`src/rtl/rsa_pkg.sv`:
```
// Shared types and default dimensions for the systolic-array operand feeder.
package rsa_pkg;

    typedef enum logic [1:0] {
        ST_IDLE   = 2'd0,
        ST_LOAD   = 2'd1,
        ST_DRAIN  = 2'd2,
        ST_LAUNCH = 2'd3
    } feeder_state_e;

    localparam int RSA_X      = 3;
    localparam int RSA_N      = 4;
    localparam int RSA_Y      = 3;
    localparam int RSA_IN_LEN = 8;
    localparam int RSA_MEM_AW = 8;

    localparam int RSA_A_LEN     = RSA_X * RSA_N;
    localparam int RSA_B_LEN     = RSA_N * RSA_Y;
    localparam int RSA_L_LEN     = (RSA_A_LEN > RSA_B_LEN) ? RSA_A_LEN : RSA_B_LEN;
    localparam int RSA_DRAIN_LEN = 2;

    // Counter width able to hold 0..n-1, never narrower than one bit.
    function automatic int rsa_cnt_w(input int n);
        return (n > 1) ? $clog2(n) : 1;
    endfunction

endpackage

```
`src/rtl/rsa_feeder_if.sv`:
```
// Operand-memory read ports plus the array-side operand stream and launch pulse.
interface rsa_feeder_if #(
    parameter int IN_LEN = 8,
    parameter int MEM_AW = 8
) ();
    logic              a_rd_en;
    logic [MEM_AW-1:0] a_rd_addr;
    logic [IN_LEN-1:0] a_rd_data;
    logic              b_rd_en;
    logic [MEM_AW-1:0] b_rd_addr;
    logic [IN_LEN-1:0] b_rd_data;
    logic              Xin_val;
    logic [IN_LEN-1:0] Xin_data;
    logic              Yin_val;
    logic [IN_LEN-1:0] Yin_data;
    logic              SA_start;

    modport master (
        output a_rd_en, a_rd_addr, b_rd_en, b_rd_addr,
        output Xin_val, Xin_data, Yin_val, Yin_data, SA_start,
        input  a_rd_data, b_rd_data
    );

    modport slave (
        input  a_rd_en, a_rd_addr, b_rd_en, b_rd_addr,
        input  Xin_val, Xin_data, Yin_val, Yin_data, SA_start,
        output a_rd_data, b_rd_data
    );
endinterface

```
`src/rtl/rsa_addr_gen.sv`:
```
// Two-level read-address walker built from running adders: +INNER_STRIDE per beat,
// line base advanced by OUTER_STRIDE when the inner count wraps.
module rsa_addr_gen
    import rsa_pkg::*;
#(
    parameter int OUTER        = 3,
    parameter int INNER        = 4,
    parameter int INNER_STRIDE = 1,
    parameter int OUTER_STRIDE = 4,
    parameter int AW           = 8
) (
    input  logic          clk,
    input  logic          rst_n,
    input  logic          go,
    input  logic [AW-1:0] base,
    output logic          rd_en,
    output logic [AW-1:0] rd_addr,
    output logic          last
);
    localparam int IW = rsa_cnt_w(INNER);
    localparam int OW = rsa_cnt_w(OUTER);
    localparam logic [AW-1:0] ISTEP     = AW'(INNER_STRIDE);
    localparam logic [AW-1:0] OSTEP     = AW'(OUTER_STRIDE);
    localparam logic [IW-1:0] INNER_MAX = IW'(INNER - 1);
    localparam logic [OW-1:0] OUTER_MAX = OW'(OUTER - 1);

    logic [IW-1:0] inner_cnt;
    logic [OW-1:0] outer_cnt;
    logic [AW-1:0] line_base;
    logic          inner_end;

    assign inner_end = (inner_cnt == INNER_MAX);
    assign last      = rd_en && inner_end && (outer_cnt == OUTER_MAX);

    // NOTE: state is updated with non-blocking assignments so every register samples
    // pre-edge values; blocking here would let rd_addr see this cycle's line_base update.
    always_ff @(posedge clk or negedge rst_n) begin
        if (!rst_n) begin
            rd_en     <= 1'b0;
            rd_addr   <= '0;
            line_base <= '0;
            inner_cnt <= '0;
            outer_cnt <= '0;
        end else if (go) begin
            rd_en     <= 1'b1;
            rd_addr   <= base;
            line_base <= base;
            inner_cnt <= '0;
            outer_cnt <= '0;
        end else if (rd_en) begin
            if (last) begin
                rd_en     <= 1'b0;
                inner_cnt <= '0;
                outer_cnt <= '0;
            end else if (inner_end) begin
                inner_cnt <= '0;
                outer_cnt <= outer_cnt + 1'b1;
                line_base <= line_base + OSTEP;
                rd_addr   <= line_base + OSTEP;
            end else begin
                inner_cnt <= inner_cnt + 1'b1;
                rd_addr   <= rd_addr + ISTEP;
            end
        end
    end
endmodule

```
`src/rtl/rsa_feeder.sv`:
```
// Operand feeder: streams A row by row and B column by column into the array, then
// pulses SA_start. Define RSA_FEEDER_BT_EN when B is stored column-major in memory.
module rsa_feeder
    import rsa_pkg::*;
#(
    parameter int X      = RSA_X,
    parameter int N      = RSA_N,
    parameter int Y      = RSA_Y,
    parameter int IN_LEN = RSA_IN_LEN,
    parameter int MEM_AW = RSA_MEM_AW
) (
    input  logic              clk,
    input  logic              sys_rst_n,
    input  logic              start,
    input  logic [MEM_AW-1:0] a_base,
    input  logic [MEM_AW-1:0] b_base,
    output logic              busy,
    output logic              done,
    rsa_feeder_if.master      bus
);
`ifdef RSA_FEEDER_BT_EN
    localparam int B_INNER_STRIDE = 1;
    localparam int B_OUTER_STRIDE = N;
`else
    localparam int B_INNER_STRIDE = Y;
    localparam int B_OUTER_STRIDE = 1;
`endif
    localparam int DW = rsa_cnt_w(RSA_DRAIN_LEN);
    localparam logic [DW-1:0] DRAIN_MAX = DW'(RSA_DRAIN_LEN - 1);

    feeder_state_e state;
    logic [DW-1:0] drain_cnt;
    logic          sa_start;
    logic          go;
    logic          a_last, b_last;
    logic          x_val, y_val;
    logic          streams_done;

    assign go = (state == ST_IDLE) && start;

    rsa_addr_gen #(
        .OUTER(X), .INNER(N), .INNER_STRIDE(1), .OUTER_STRIDE(N), .AW(MEM_AW)
    ) u_a_gen (
        .clk(clk), .rst_n(sys_rst_n), .go(go), .base(a_base),
        .rd_en(bus.a_rd_en), .rd_addr(bus.a_rd_addr), .last(a_last)
    );

    rsa_addr_gen #(
        .OUTER(Y), .INNER(N), .INNER_STRIDE(B_INNER_STRIDE),
        .OUTER_STRIDE(B_OUTER_STRIDE), .AW(MEM_AW)
    ) u_b_gen (
        .clk(clk), .rst_n(sys_rst_n), .go(go), .base(b_base),
        .rd_en(bus.b_rd_en), .rd_addr(bus.b_rd_addr), .last(b_last)
    );

    // A stream that has already run out counts as finished, so the longer one decides.
    assign streams_done = (a_last || !bus.a_rd_en) && (b_last || !bus.b_rd_en);

    always_ff @(posedge clk or negedge sys_rst_n) begin
        if (!sys_rst_n) begin
            state     <= ST_IDLE;
            drain_cnt <= '0;
            busy      <= 1'b0;
            done      <= 1'b0;
            sa_start  <= 1'b0;
        end else begin
            done     <= 1'b0;
            sa_start <= 1'b0;
            case (state)
                ST_IDLE: begin
                    if (start) begin
                        state <= ST_LOAD;
                        busy  <= 1'b1;
                    end
                end
                ST_LOAD: begin
                    if (streams_done) begin
                        state     <= ST_DRAIN;
                        drain_cnt <= '0;
                    end
                end
                ST_DRAIN: begin
                    if (drain_cnt == DRAIN_MAX) begin
                        state    <= ST_LAUNCH;
                        done     <= 1'b1;
                        sa_start <= 1'b1;
                    end else begin
                        drain_cnt <= drain_cnt + 1'b1;
                    end
                end
                ST_LAUNCH: begin
                    state <= ST_IDLE;
                    busy  <= 1'b0;
                end
                default: state <= ST_IDLE;
            endcase
        end
    end

    // Read data returns one cycle after the strobe, so the delayed strobe marks each beat.
    always_ff @(posedge clk or negedge sys_rst_n) begin
        if (!sys_rst_n) begin
            x_val <= 1'b0;
            y_val <= 1'b0;
        end else begin
            x_val <= bus.a_rd_en;
            y_val <= bus.b_rd_en;
        end
    end

    assign bus.Xin_val  = x_val;
    assign bus.Yin_val  = y_val;
    assign bus.Xin_data = x_val ? bus.a_rd_data : '0;
    assign bus.Yin_data = y_val ? bus.b_rd_data : '0;
    assign bus.SA_start = sa_start;
endmodule

```
`src/flat_wrapper.sv`:
```
// flat-port wrapper written by rule: the top's interface ports become plain ports
module rsa_feeder_flat import rsa_pkg::*;
#(
    parameter int X      = RSA_X,
    parameter int N      = RSA_N,
    parameter int Y      = RSA_Y,
    parameter int IN_LEN = RSA_IN_LEN,
    parameter int MEM_AW = RSA_MEM_AW
)
  (clk, sys_rst_n, start, a_base, b_base, busy, done, bus_a_rd_en, bus_a_rd_addr, bus_b_rd_en, bus_b_rd_addr, bus_Xin_val, bus_Xin_data, bus_Yin_val, bus_Yin_data, bus_SA_start, bus_a_rd_data, bus_b_rd_data);
  rsa_feeder_if #(.IN_LEN(IN_LEN), .MEM_AW(MEM_AW)) bus_i ();
  input  logic clk;
  input  logic sys_rst_n;
  input  logic start;
  input  logic [MEM_AW-1:0] a_base;
  input  logic [MEM_AW-1:0] b_base;
  output logic busy;
  output logic done;
  output wire logic [$bits(bus_i.a_rd_en)-1:0] bus_a_rd_en;
  output wire logic [$bits(bus_i.a_rd_addr)-1:0] bus_a_rd_addr;
  output wire logic [$bits(bus_i.b_rd_en)-1:0] bus_b_rd_en;
  output wire logic [$bits(bus_i.b_rd_addr)-1:0] bus_b_rd_addr;
  output wire logic [$bits(bus_i.Xin_val)-1:0] bus_Xin_val;
  output wire logic [$bits(bus_i.Xin_data)-1:0] bus_Xin_data;
  output wire logic [$bits(bus_i.Yin_val)-1:0] bus_Yin_val;
  output wire logic [$bits(bus_i.Yin_data)-1:0] bus_Yin_data;
  output wire logic [$bits(bus_i.SA_start)-1:0] bus_SA_start;
  input wire logic [$bits(bus_i.a_rd_data)-1:0] bus_a_rd_data;
  input wire logic [$bits(bus_i.b_rd_data)-1:0] bus_b_rd_data;
  assign bus_a_rd_en = bus_i.a_rd_en;
  assign bus_a_rd_addr = bus_i.a_rd_addr;
  assign bus_b_rd_en = bus_i.b_rd_en;
  assign bus_b_rd_addr = bus_i.b_rd_addr;
  assign bus_Xin_val = bus_i.Xin_val;
  assign bus_Xin_data = bus_i.Xin_data;
  assign bus_Yin_val = bus_i.Yin_val;
  assign bus_Yin_data = bus_i.Yin_data;
  assign bus_SA_start = bus_i.SA_start;
  assign bus_i.a_rd_data = bus_a_rd_data;
  assign bus_i.b_rd_data = bus_b_rd_data;
  rsa_feeder #(.X(X), .N(N), .Y(Y), .IN_LEN(IN_LEN), .MEM_AW(MEM_AW)) u_core (.clk(clk), .sys_rst_n(sys_rst_n), .start(start), .a_base(a_base), .b_base(b_base), .busy(busy), .done(done), .bus(bus_i));
endmodule
```
`config.mk`:
```
export PLATFORM = sky130hd
export DESIGN_NAME = rsa_feeder_flat
export DESIGN_NICKNAME = d
export VERILOG_FILES = /design/src/rtl/rsa_pkg.sv /design/src/rtl/rsa_feeder_if.sv /design/src/rtl/rsa_addr_gen.sv /design/src/rtl/rsa_feeder.sv /design/src/flat_wrapper.sv
export SDC_FILE = /design/constraint.sdc
export NUM_CORES = 1
export LEC_CHECK = 0
export CORE_UTILIZATION = 45
export DETAILED_ROUTE_END_ITERATION = 10
export PLACE_DENSITY_LB_ADDON = 0.25
export SYNTH_ARGS = -nofsm -noshare
export SYNTH_HDL_FRONTEND = slang
export SYNTH_HIERARCHICAL = 1
export SYNTH_SLANG_ARGS = --single-unit
```
`constraint.sdc`:
```
create_clock -name clk -period 1.71 [get_ports clk]
set_input_delay 0.342 -clock clk [delete_from_list [all_inputs] [get_ports clk]]
set_output_delay 0.342 -clock clk [all_outputs]
set_load 0.1 [all_outputs]
```
==> results.toml <==
[outcome]
status = "finished, violations left"
failed_checks = "design-rule violations"

[cts]
clkLatencyLatePin_ps = 310
cts_root_buf = "clkbuf_8"
htreeDepth = 2
cts_max_path_buffers = 2
cts_buffers = 5
path_clk_slew_ps = 90
cts_num_sinks = 49
cts_tree = "yes"

[synthesis]
synth_largest_area_cell = "dfrtp_1"
synthTopCellsByArea = "dfrtp_1 40%, ha_1 4.5%, and2_1 4.3%, nor2_1 3.8%, xnor2_1 3.7%"
synth_seq_cells = 49
syn-cell-area_um2 = 3050
synth_cell_types = 62
async_flop_share = 1.00
yosysSeqAreaShare = 0.402
synth_edf_count = 0
yosys_warnings = 6
ys.flop_type = "dfrtp_1"
synth_top_area_frac = 0.402
syn_area_per_cell_um2 = 9.17
syn-num-nets = 379
syn_inst = 333

[cells_and_area]
area.growth.synth_to_final_pct = 52.4
multiInputGateArea_um2 = 1760
antennaDiodeCount = 0
fill_cells = 474
drive_gt1_frac = 0.323
seqCellArea_um2 = 1270
nets = 472
mostFrequentLayoutCell = "buf_12"
final_cell_mix = "40 x buf_12, 33 x clkdlybuf4s50_1, 32 x dfrtp_1"

[worst_setup_path]
worstPathRequired_ps = 1920
start_kind = "flip-flop"
critPathKind = "flip-flop to flip-flop"
slowest_delay_ps = 420
worst_ep_arrival_time_ps = 1820
path_cells = "ha_4, nand2_1, nor2_1, nor2b_4, o21ai_4, o221ai_2, mux2_4"
critPathSlowestCell = "dfrtp_1"
cp_max_fo = 4
critPathCaptureType = "flip-flop"

[timing]
slew_headroom = 0.674
fin_tns_setup_ps = 0
hold_viol = 0
min_period_ps = 1620
finalSetupViolCount = 0
min_period_over_period = 0.945
max_freq_ghz = 0.619
fin_worst_skew_ps = 3.62
tightest_slew_ps = 490
drv_slew = 0

[global_routing]
grt_overflow = 0
antenna_found_initial = 0
grt_pass1_vias = 2817
grt_pass1_wl_mm = 13.2
grt_max_degree = 32
track_usage = 0.234

[floorplanning]
start_util = 0.473
io_pins = 74
fp.dieW_um = 84.4
die_h_um = 84.4
core_area_um2 = 6460
dieArea_um2 = 7120
core.rowCount = 29

[detailed_routing]
antenna_left = 0
drc = 8
drtIter0Drc = 182
vias = 2853
wl_mm = 7.92
firstDrtPassIters = 8
wl_per_cell_um = 15.7
vias_per_cell = 5.66

[run]
max_cap_viol_count = 0

[worst_hold_path]
hp-class = "input port to asynchronous set/reset pin"

[placed_design]
place_congestion = 0.869
port_buffers = 73
dpl.hpwl_mm = 6.06
==> synthesized netlist by cell type, types with 5 or more instances <==
cell type   n
and2_1     21
nor3_1      5
xor2_1      9
o21ai_1    11
xnor2_1    13
inv_1      14
a21oi_1    16
o21ai_0    12
nand2_1    29
ha_1       11
clkbuf_1    5
nand3_1    14
dfrtp_1    49
nor2_1     31
o31ai_1     5
nand4_1     7
mux2i_1    10
==> cells by family (layout without fill, tap and decap cells) <==
logic type,count (synthesis),count (layout),share of synthesized area
buffers and inverters,31,125,0.0467
and+or+nand+nor,130,130,0.224
xor gates and xnor gates,22,22,0.0631
DFF,49,49,0.402
adders and majority gates,11,11,0.0451
AOI/OAI and AO/OA,76,76,0.170
muxes,14,14,0.0488
==> metal layers <==
layer / GRT usage / wire length, um
met5: 0 / 0
met4: 0.0955 / 165
met3: 0.0462 / 404
met2: 0.399 / 4080
met1: 0.293 / 3260
==> registers in the layout, summed over array words and instances (netlist names), 2 cells and up <==
signal / flops
u_core/u_a_gen/rd_addr: 8
u_core/u_a_gen/outer_cnt: 2
u_core/u_b_gen/rd_addr: 8
u_core/state: 2
u_core/u_b_gen/outer_cnt: 2
u_core/u_a_gen/inner_cnt: 2
u_core/u_a_gen/line_base: 8
u_core/u_b_gen/line_base: 8
u_core/u_b_gen/inner_cnt: 2
==> critical path: cells and delay by family (launching register included) <==
family	cells	cell delay (ps)
multiplexers	1	310
AND/OR/NAND/NOR	3	290
AO/OA/AOI/OAI	2	310
adder cells (fa/ha/maj)	1	170
flip-flops	1	420
==> final timing paths <==
| kind | startpoint | depth (start not counted) | endpoint | slack, ps |
|---|---|---|---|---|
| min reg2reg | u_core/u_a_gen/line_base[1] | 2 | u_core/u_a_gen/line_base[1] | 520 |
| max in group asynchronous | sys_rst_n | 3 | u_core/u_b_gen/rd_addr[2] | 640 |
| min in group clk | u_core/u_a_gen/line_base[1] | 2 | u_core/u_a_gen/line_base[1] | 520 |
| max reg2reg | u_core/u_b_gen/inner_cnt[0] | 7 | u_core/state[1] | 90 |
| max | u_core/u_b_gen/inner_cnt[0] | 7 | u_core/state[1] | 90 |
| min | sys_rst_n | 2 | u_core/u_a_gen/rd_addr[0] | 510 |
==> through the flow <==
| stage | hold slack (ps) | util | setup WS, ps | instance area [um2] | instances |
|---|---|---|---|---|---|
| after global placement | 322 | 0.691 | -127 | 4460 | 493 |
| final | 513 | 0.720 | 93.8 | 4650 | 504 |
| after CTS | 523 | 0.713 | 4.02 | 4610 | 503 |
| after global routing | 538 | 0.720 | -3.72 | 4650 | 504 |
| after detailed placement | 332 | 0.691 | -145 | 4460 | 493 |
| after floorplan | 46.4 | - | -130 | 3140 | 333 |
==> cell type report <==
cell class                      count  area share
Inverter                           16      0.0129
Timing Repair Buffer              101       0.289
Tap cell                           77      0.0207
Clock inverter                      2     0.00807
Clock buffer                        6      0.0178
Sequential cell                    49       0.274
Multi-Input combinational cell    253       0.378
==> timing repair <==
action / 4_1_cts / 5_1_grt
setup endpoints to repair: 10 / 13
pin swaps: 0 / 3
hold buffers: 1 / 0
endpoints found under the hold margin: 18 / 0
buffers inserted: 1 / 1
gates resized for setup: 3 / 10
Power is left out: the tool's default activity adds up to more than one toggle a clock period on the data nets, which glitch-free logic cannot reach.
